$ cat src/rtl/frame_pkg.sv
// Shared types and constants for the serial framer: FSM states, CRC-16/CCITT
// parameters and the default preamble/SFD bytes.
package frame_pkg;

    typedef enum logic [1:0] {
        ST_IDLE     = 2'd0,
        ST_PREAMBLE = 2'd1,
        ST_DATA     = 2'd2,
        ST_CRC      = 2'd3
    } state_e;

    localparam logic [15:0] CRC_POLY     = 16'h1021;
    localparam logic [15:0] CRC_INIT     = 16'hFFFF;
    localparam logic [7:0]  DEF_PRE_BYTE = 8'h55;
    localparam logic [7:0]  DEF_SFD      = 8'hD5;

    // Trailer length; the upstream right-pad window must match it.
    localparam int unsigned CRC_LEN = 16;

    // One MSB-first step of the CCITT polynomial, no reflection.
    function automatic logic [15:0] crc16_step(input logic [15:0] crc, input logic bit_in);
        logic fb;
        fb = crc[15] ^ bit_in;
        return {crc[14:0], 1'b0} ^ (fb ? CRC_POLY : 16'h0000);
    endfunction

endpackage

$ cat src/rtl/crc16_ccitt_serial.sv
// Bit-serial CRC-16/CCITT accumulator: one bit per enabled cycle, init wins
// over enable so a frame restart always starts from a clean register.
module crc16_ccitt_serial
    import frame_pkg::*;
(
    input  logic        clk,
    input  logic        reset_n,
    input  logic        init,
    input  logic        en,
    input  logic        bit_in,
    output logic [15:0] crc
);

    logic [15:0] crc_q;
    logic [15:0] crc_d;

    always_comb begin
        crc_d = crc_q;
        if (init) begin
            crc_d = CRC_INIT;
        end else if (en) begin
            crc_d = crc16_step(crc_q, bit_in);
        end
    end

    always_ff @(posedge clk or negedge reset_n) begin
        if (!reset_n) begin
            crc_q <= CRC_INIT;
        end else begin
            crc_q <= crc_d;
        end
    end

    assign crc = crc_q;

endmodule

$ cat src/rtl/frame_serializer.sv
// Serialises the framing buffer's byte stream into preamble, SFD, payload and
// CRC-16 trailer, one bit per clock, through a two-deep output pipeline.
//
// state    | meaning
// ---------+---------------------------------------------------------------
// IDLE     | no frame; waiting for the opening indicator
// PREAMBLE | PRE_LEN bits of fill byte followed by SFD (cnt_q = bit index)
// DATA     | payload bits MSB first from din; phase_q = bit within byte
// CRC      | trailer bits of the frozen CRC register (cnt_q = bit index)
module frame_serializer
    import frame_pkg::*;
#(
    parameter int unsigned PRE_LEN     = 80,
    parameter logic [7:0]  PRE_BYTE    = DEF_PRE_BYTE,
    parameter logic [7:0]  SFD         = DEF_SFD,
    parameter int unsigned BYTE_CYCLES = 8
) (
    input  logic       clk,
    input  logic       reset_n,
    input  logic [7:0] din,
    input  logic       indicator,
    output logic       sout,
    output logic       sout_valid,
    output logic       frame_start,
    output logic       frame_end,
    output logic       err
);

    localparam int unsigned CNT_W = $clog2(PRE_LEN);

    state_e           state_q, state_d;
    logic [CNT_W-1:0] cnt_q, cnt_d;
    logic [2:0]       phase_q, phase_d;

    logic cand_bit, cand_valid, cand_data, cand_start, cand_end;

    logic stage_bit_q, stage_bit_d;
    logic stage_valid_q, stage_valid_d;
    logic stage_data_q, stage_data_d;
    logic stage_start_q, stage_start_d;
    logic stage_end_q, stage_end_d;

    logic sout_q, sout_d;
    logic sout_valid_q, sout_valid_d;
    logic frame_start_q, frame_start_d;
    logic frame_end_q, frame_end_d;
    logic err_q, err_d;

    logic        restart;
    logic        drop_slot;
    logic        crc_en;
    logic [15:0] crc;

    // Any indicator outside DATA opens a fresh preamble, legal or not.
    assign restart = indicator && (state_q != ST_DATA);

    always_comb begin
        state_d    = state_q;
        cnt_d      = cnt_q;
        phase_d    = phase_q;
        cand_bit   = 1'b0;
        cand_valid = 1'b0;
        cand_data  = 1'b0;
        cand_start = 1'b0;
        cand_end   = 1'b0;
        err_d      = indicator && ((state_q == ST_PREAMBLE) || (state_q == ST_CRC));

        case (state_q)
            ST_IDLE: begin
                state_d = ST_IDLE;
            end
            ST_PREAMBLE: begin
                cand_valid = 1'b1;
                cand_bit   = (cnt_q < CNT_W'(PRE_LEN - 8)) ? PRE_BYTE[~cnt_q[2:0]]
                                                           : SFD[~cnt_q[2:0]];
                if (cnt_q == CNT_W'(PRE_LEN - 1)) begin
                    state_d = ST_DATA;
                    cnt_d   = '0;
                    phase_d = '0;
                end else begin
                    cnt_d = cnt_q + CNT_W'(1);
                end
            end
            ST_DATA: begin
                cand_valid = 1'b1;
                if (indicator) begin
                    cand_bit = crc[15];
                    state_d  = ST_CRC;
                    cnt_d    = CNT_W'(1);
                end else begin
                    cand_bit  = din[~phase_q];
                    cand_data = 1'b1;
                    phase_d   = (phase_q == 3'(BYTE_CYCLES - 1)) ? 3'd0 : phase_q + 3'd1;
                end
            end
            ST_CRC: begin
                cand_valid = 1'b1;
                cand_bit   = crc[~cnt_q[3:0]];
                if (cnt_q == CNT_W'(CRC_LEN - 1)) begin
                    cand_end = 1'b1;
                    state_d  = ST_IDLE;
                    cnt_d    = '0;
                end else begin
                    cnt_d = cnt_q + CNT_W'(1);
                end
            end
            default: begin
                state_d = ST_IDLE;
                cnt_d   = '0;
            end
        endcase

        if (restart) begin
            cand_valid = 1'b1;
            cand_bit   = PRE_BYTE[7];
            cand_data  = 1'b0;
            cand_start = 1'b1;
            cand_end   = 1'b0;
            state_d    = ST_PREAMBLE;
            cnt_d      = CNT_W'(1);
        end
    end

    // The stage bit present when DATA sees its closing indicator is the
    // upstream empty slot: it is neither sent nor folded into the CRC.
    assign drop_slot = (state_q == ST_DATA) && indicator && stage_data_q;
    assign crc_en    = stage_data_q && !indicator;

    always_comb begin
        stage_bit_d   = cand_bit;
        stage_valid_d = cand_valid;
        stage_data_d  = cand_data;
        stage_start_d = cand_start;
        stage_end_d   = cand_end;

        sout_valid_d  = stage_valid_q && !drop_slot;
        sout_d        = stage_bit_q && sout_valid_d;
        frame_start_d = stage_start_q;
        frame_end_d   = stage_end_q;
    end

    always_ff @(posedge clk or negedge reset_n) begin
        if (!reset_n) begin
            state_q       <= ST_IDLE;
            cnt_q         <= '0;
            phase_q       <= '0;
            stage_bit_q   <= 1'b0;
            stage_valid_q <= 1'b0;
            stage_data_q  <= 1'b0;
            stage_start_q <= 1'b0;
            stage_end_q   <= 1'b0;
            sout_q        <= 1'b0;
            sout_valid_q  <= 1'b0;
            frame_start_q <= 1'b0;
            frame_end_q   <= 1'b0;
            err_q         <= 1'b0;
        end else begin
            state_q       <= state_d;
            cnt_q         <= cnt_d;
            phase_q       <= phase_d;
            stage_bit_q   <= stage_bit_d;
            stage_valid_q <= stage_valid_d;
            stage_data_q  <= stage_data_d;
            stage_start_q <= stage_start_d;
            stage_end_q   <= stage_end_d;
            sout_q        <= sout_d;
            sout_valid_q  <= sout_valid_d;
            frame_start_q <= frame_start_d;
            frame_end_q   <= frame_end_d;
            err_q         <= err_d;
        end
    end

    crc16_ccitt_serial u_crc (
        .clk     (clk),
        .reset_n (reset_n),
        .init    (restart),
        .en      (crc_en),
        .bit_in  (stage_bit_q),
        .crc     (crc)
    );

    assign sout        = sout_q;
    assign sout_valid  = sout_valid_q;
    assign frame_start = frame_start_q;
    assign frame_end   = frame_end_q;
    assign err         = err_q;

endmodule
$ cat config.mk
export PLATFORM = sky130hd
export DESIGN_NAME = frame_serializer
export DESIGN_NICKNAME = d
export VERILOG_FILES = /design/src/rtl/frame_pkg.sv /design/src/rtl/crc16_ccitt_serial.sv /design/src/rtl/frame_serializer.sv
export SDC_FILE = /design/constraint.sdc
export NUM_CORES = 1
export LEC_CHECK = 0
export BUFFER_PORTS_ARGS = -buffer_cell sky130_fd_sc_hd__buf_2
export CORE_ASPECT_RATIO = 0.9
export CORE_MARGIN = 4
export CORE_UTILIZATION = 55
export DETAILED_ROUTE_END_ITERATION = 7
export PLACE_DENSITY = 0.79
export SYNTH_ARGS = -nofsm -noshare
export SYNTH_HDL_FRONTEND = slang
export SYNTH_HIERARCHICAL = 1
export SYNTH_SLANG_ARGS = --single-unit
export TNS_END_PERCENT = 50
$ cat constraint.sdc
create_clock -name clk -period 2.65 [get_ports clk]
set_input_delay 0 -clock clk [delete_from_list [all_inputs] [get_ports clk]]
set_output_delay 0 -clock clk [all_outputs]
set_load 0.01 [all_outputs]
# == Word level (Yosys, flattened, before mapping) ==
# Memory sizes are Yosys's and may differ from the RTL's.
# Cells that the tools add are included.
# W data, S select, Z words.
# classes
add_sub_neg,2
n_lt_le_gt_ge,4
eq_ne,12
muxes,36
bitwise_logic,5
reduce_logical,18
# op_table
operator,count
$mux W16,2
$mux W7,4
$pmux W7 S3,1
$mux W1,16
$xor A16 B16 Y16,1
$mux W13,1
$mux W3,3
$lt A3 B4 Y1 const B,2
$mux W2,4
$pmux W2 S4,1
$add A7 B1 Y7 const B,1
$eq A7 B4 Y1 const B,1
$eq A7 B7 Y1 const B,1
$logic_and A1 B1 Y1,7
$lt A7 B7 Y1 const B,1
$ne A3 B2 Y1 const B,2
$not A3 Y3,2
$pmux W3 S2,1
$reduce_and A3 Y1,2
$lt A4 B5 Y1 const B,1
$bmux W1 S4,1
$eq A2 B2 Y1 const B,2
$ne A2 B2 Y1 const B,2
$not A4 Y4,1
other kinds (15),17
# totals
reg_bits,38
romBits,16
in_bits,11
out_inout_bits,5
word_cells,93
mem_count,2
# memory_table
memory,depth,word_bits,rd,rd_ports_with_merged_regs,write_ports,line,rtl
(no name shown),8,1,1,0,0,frame_serializer.sv:75,: SFD[~cnt_q[2:0]];
(no name shown),8,1,1,0,0,frame_serializer.sv:74,cand_bit = (cnt_q < CNT_W'(PRE_LEN - 8)) ? PRE_BYTE[~cnt_q[2:0]]

# == Depth between registers and ports, before layout ==
# depth
word_depth,6
depth_mapped,8
mapped_depth_nobuf,6

# == Modules after synthesis ==
# Netlist, hierarchy kept.
# modules_own_cells
mod,n_inst,cells_each,area_each_um2,seq_area_each_um2
frame_serializer,1,156,1497.7,550.5
crc16_ccitt_serial,1,56,740.7,420.4

# == Worst setup path before layout ==
# Ideal clock, no wire load.
# synth_path
kind,register -> register
from,register state_q[0]
to,"register u_crc.crc_q[4], in the netlist u_crc/crc[4]"
setup_ps,60
t_arrival_ps,1764
t_required_ps,2590
path_slack_ps,826
stages_incl_launch_ff,9
path_buffers,4
synth_period_minus_slack_ps,1824
cell_sequence,dfrtp_1 buf_2 inv_1 ha_1 clkbuf_1 nor2b_1 clkbuf_1 buf_2 a211o_1
# synth_between
elab_chain_cells,3
word_cells_on_any_way,4
cone_classes,1 x eq/ne; 1 x mux; 2 x reduce/logical
# synth_rtl
item,line,rtl
"start, declared",frame_serializer.sv:31,"state_e state_q, state_d;"
"start signal, assigned",frame_serializer.sv:158,state_q <= state_d;
$ne A2 B2 Y1 (*),frame_serializer.sv:55,assign restart = indicator && (state_q != ST_DATA);
$logic_and A1 B1 Y1 (*),frame_serializer.sv:55,
$mux W16 / $reduce_bool A2 Y1 (equally long branches),--,
"end signal, assigned",crc16_ccitt_serial.sv:30,crc_q <= crc_d;
"end, declared",crc16_ccitt_serial.sv:14,logic [15:0] crc_q;
# Mark *: on every way between the ends. The rest lies on a longest branch, timed or not.
# A chain may end at the register's enable or synchronous reset.

# == Worst setup path in the final report ==
# layout_path
from,register state_q[0]
to,register cnt_q[3]
# layout_between
elab_chain_cells,4
word_cells_on_any_way,10
cone_classes,5 x eq/ne; 2 x mux; 3 x reduce/logical
# layout_rtl
item,line,rtl
$ne A2 B2 Y1,frame_serializer.sv:55,
$logic_and A1 B1 Y1,frame_serializer.sv:55,
$ne A3 B3 Y1 (no line) / $reduce_bool A4 Y1 (equally long branches),--,
$reduce_and A2 Y1 (no line),--,
"end signal, assigned",frame_serializer.sv:159,cnt_q <= cnt_d;
"end, declared",frame_serializer.sv:32,"logic [CNT_W-1:0] cnt_q, cnt_d;"
# Several ways; a longest one is shown, not always the timed one.

==> reports/metrics.cfg <==
[die]
die_y_um = 68.5
rows = 21
io_pins = 16
die_x_um = 75.2
fp.dieArea_mm2 = 0.00516
core_region_area_mm2 = 0.00381
initial_utilization_pct = 58.8

[timing]
setup_violations = 0
holdWs_ps = 143
maxSlewViolCount = 0
skew_ps = 7.84
max_freq_ghz = 0.497
worst_slack_ps = 637
fin_crit_sh_pct = 76.0
rsz0062_at_grt = no
max_slew_margin_pct = 45.4
min_period_ps = 2010
finalHoldViolCount = 0
setup_tns_ps = 0
worst_pin_slew_ps = 819

[power_and_ir_drop]
powerDensity_mw_per_mm2 = 793
vdd_ir_drop_max_mv = 0.403
p_leak_nw = 1.00
total_power_mw = 1.90

[finish]
final_util_pct = 63.0
n_antenna_cell = 0
nets = 240
multi_input_area_mm2 = 0.00115
finish.instance_area_mm2 = 0.00240
seqCellArea_um2 = 971
syn_to_final_growth_pct = 7.27
fillers = 309
instances_no_fill = 267
drive_above_1_share_pct = 21.7

[critical_path]
crit_family = simple AND/OR/NAND/NOR gates
cp_slowest_cell = dfrtp_1
cpPeakStageDelay_ps = 520
cp-start-kind = register
cp.arrival_ps = 2200
end_kind = register
path_buf_inv = 1
cp_cell_sequence = inv_1, ha_1, nand2b_1, nor4_1, nor2_1, o31a_1
path_max_fanout = 17
crit_required_ps = 2830
timing.setup.critical_path_class = register to register

[detailed_routing]
wl_met1_um = 2060
wire_per_inst_um = 15.4
wl_met3_um = 179
antenna_left = 0
met2_wirelength_um = 1810
vias = 1597
drcViolationCount = 0
first_iter_violations = 156
vias_per_cell = 5.98
first_pass_iters = 4
drt_wl_total_um = 4110
top_layer_used = met4

[cts]
cts_buffers = 5
cts_resized = 0
root_buffer = clkbuf_8
cts_sinks = 38
h-tree-depth = 2
cts_buffer_depth = 2
post_cts_buffers = 0
insertion_delay_ps = 290
holdBufCountCts = 1
cts_tree = built
clk_pin_slew_ps = 70

[synth]
netlist_area_mm2 = 0.00224
synthCells = 212
ys_async_sr_fraction_pct = 100
yosysSeqAreaShare_pct = 43.4
synth-warning-count = 6
syn-num-nets = 232
synth_area_per_cell_um2 = 10.6
synth.distinct_cells = 48
synth_edf_count = 0
yosys_register_bits = 38
yosys_most_used_dff = dfrtp_1

[grt]
gr-total-overflow = 0
grt_max_degree = 39
grt_pass1_vias = 1563
antenna_found_initial = 0
grt_util_all_layers_pct = 18.5
grt_pass1_wl_um = 7120

[run_status]
status = finished clean

[place]
portBuffers = 15
dpl_cell_area_mm2 = 0.00230
place.gp.congestion = 0.854
dp.cells = 258
dpl_worst_slack_ps = 654
hpwl_um = 2810

[min_path]
hold_path_class = primary input to register

[flow_run]
drv_cap = 0

==> worst paths after layout <==
kind,start,to,slack (ps),cells after the start
worst max-delay path,state_q[0],cnt_q[3],640,6
worst min-delay path,indicator,err,140,2
worst max register to register,state_q[0],cnt_q[3],640,6
worst min register to register,frame_end_d,frame_end,350,0
max in group asynchronous,reset_n,phase_q[0],1790,2
min in group asynchronous,reset_n,cnt_q[0],340,2
==> cell usage after synthesis, types with 2 or more instances <==
library cell / number / area [um^2]
dfrtp_1: 22 / 551
nor2b_1: 18 / 113
a211o_1: 17 / 149
dfstp_2: 16 / 420
nand2_1: 12 / 45.0
buf_2: 11 / 55.1
nor2_1: 11 / 41.3
ha_1: 9 / 113
nand3_1: 9 / 45.0
inv_1: 8 / 30.0
nand2b_1: 7 / 43.8
nor3_1: 7 / 35.0
o21ai_0: 6 / 30.0
and2_1: 4 / 25.0
clkbuf_1: 4 / 15.0
mux4_2: 4 / 90.1
a22o_1: 3 / 26.3
a31oi_1: 3 / 18.8
a211oi_1: 2 / 15.0
a21oi_1: 2 / 10.0
mux4_1: 2 / 52.6
nand3b_1: 2 / 15.0
nand4_1: 2 / 12.5
o21ai_1: 2 / 10.0
o21bai_1: 2 / 15.0
o31a_1: 2 / 17.5
or4_1: 2 / 15.0
xor2_1: 2 / 17.5
xor3_1: 2 / 47.6
==> final cells by class <==
class,instances,share of cell area [%]
tap,46,2.40
timing repair buffer,18,4.17
clock buffer,7,3.60
inverter,9,1.41
sequential,38,40.4
multi-input combinational,148,47.8
clock inverter,1,0.208
==> report_power, final <==
group          leakage (nW)  switching, mW  internal, mW
Clock                0.0482          0.196         0.210
Sequential            0.451          0.143         0.696
Combinational         0.506          0.329         0.331
==> cells by family (layout without fill, tap and decap cells) <==
logic type,after synthesis,count (layout),synth area share [%]
and+or+nand+nor,80,80,19.6
AOI/OAI and AO/OA,47,47,16.4
DFF,38,38,43.4
buffers and inverters,26,35,5.48
adders and majority gates,9,9,5.03
muxes,7,7,6.82
xor gates and xnor gates,5,5,3.30
==> worst register-to-register path: stages (launching register included) <==
cell and delay (ps):
dfrtp_1 520, inv_1 160, ha_1 420, nand2b_1 230, nor4_1 220, nor2_1 90, o31a_1 270
==> flip-flops by register name, summed over array words and instances, names as in the netlist, 2 cells and up <==
| register | flops |
|---|---|
| u_crc/crc | 16 |
| cnt_q | 7 |
| phase_q | 3 |
| state_q | 2 |
==> routing by layer <==
layer  vias up  GRT usage (%)
met5         -              0
met4         0           8.52
met3         5           4.64
met2        27           28.4
met1       783           24.8
li1        782              -
==> cell usage in the layout (no fill, tap or decap), types with 7 or more instances in the layout <==
master | Yosys | layout
nand2b_1 | 7 | 7
inv_1 | 8 | 8
nor3_1 | 7 | 7
nand2_1 | 12 | 12
a211o_1 | 17 | 17
dfstp_2 | 16 | 16
nor2_1 | 11 | 11
buf_2 | 11 | 15
dfrtp_1 | 22 | 22
nor2b_1 | 18 | 17
nand3_1 | 9 | 9
ha_1 | 9 | 9
Power figures use the tool's default switching activity.
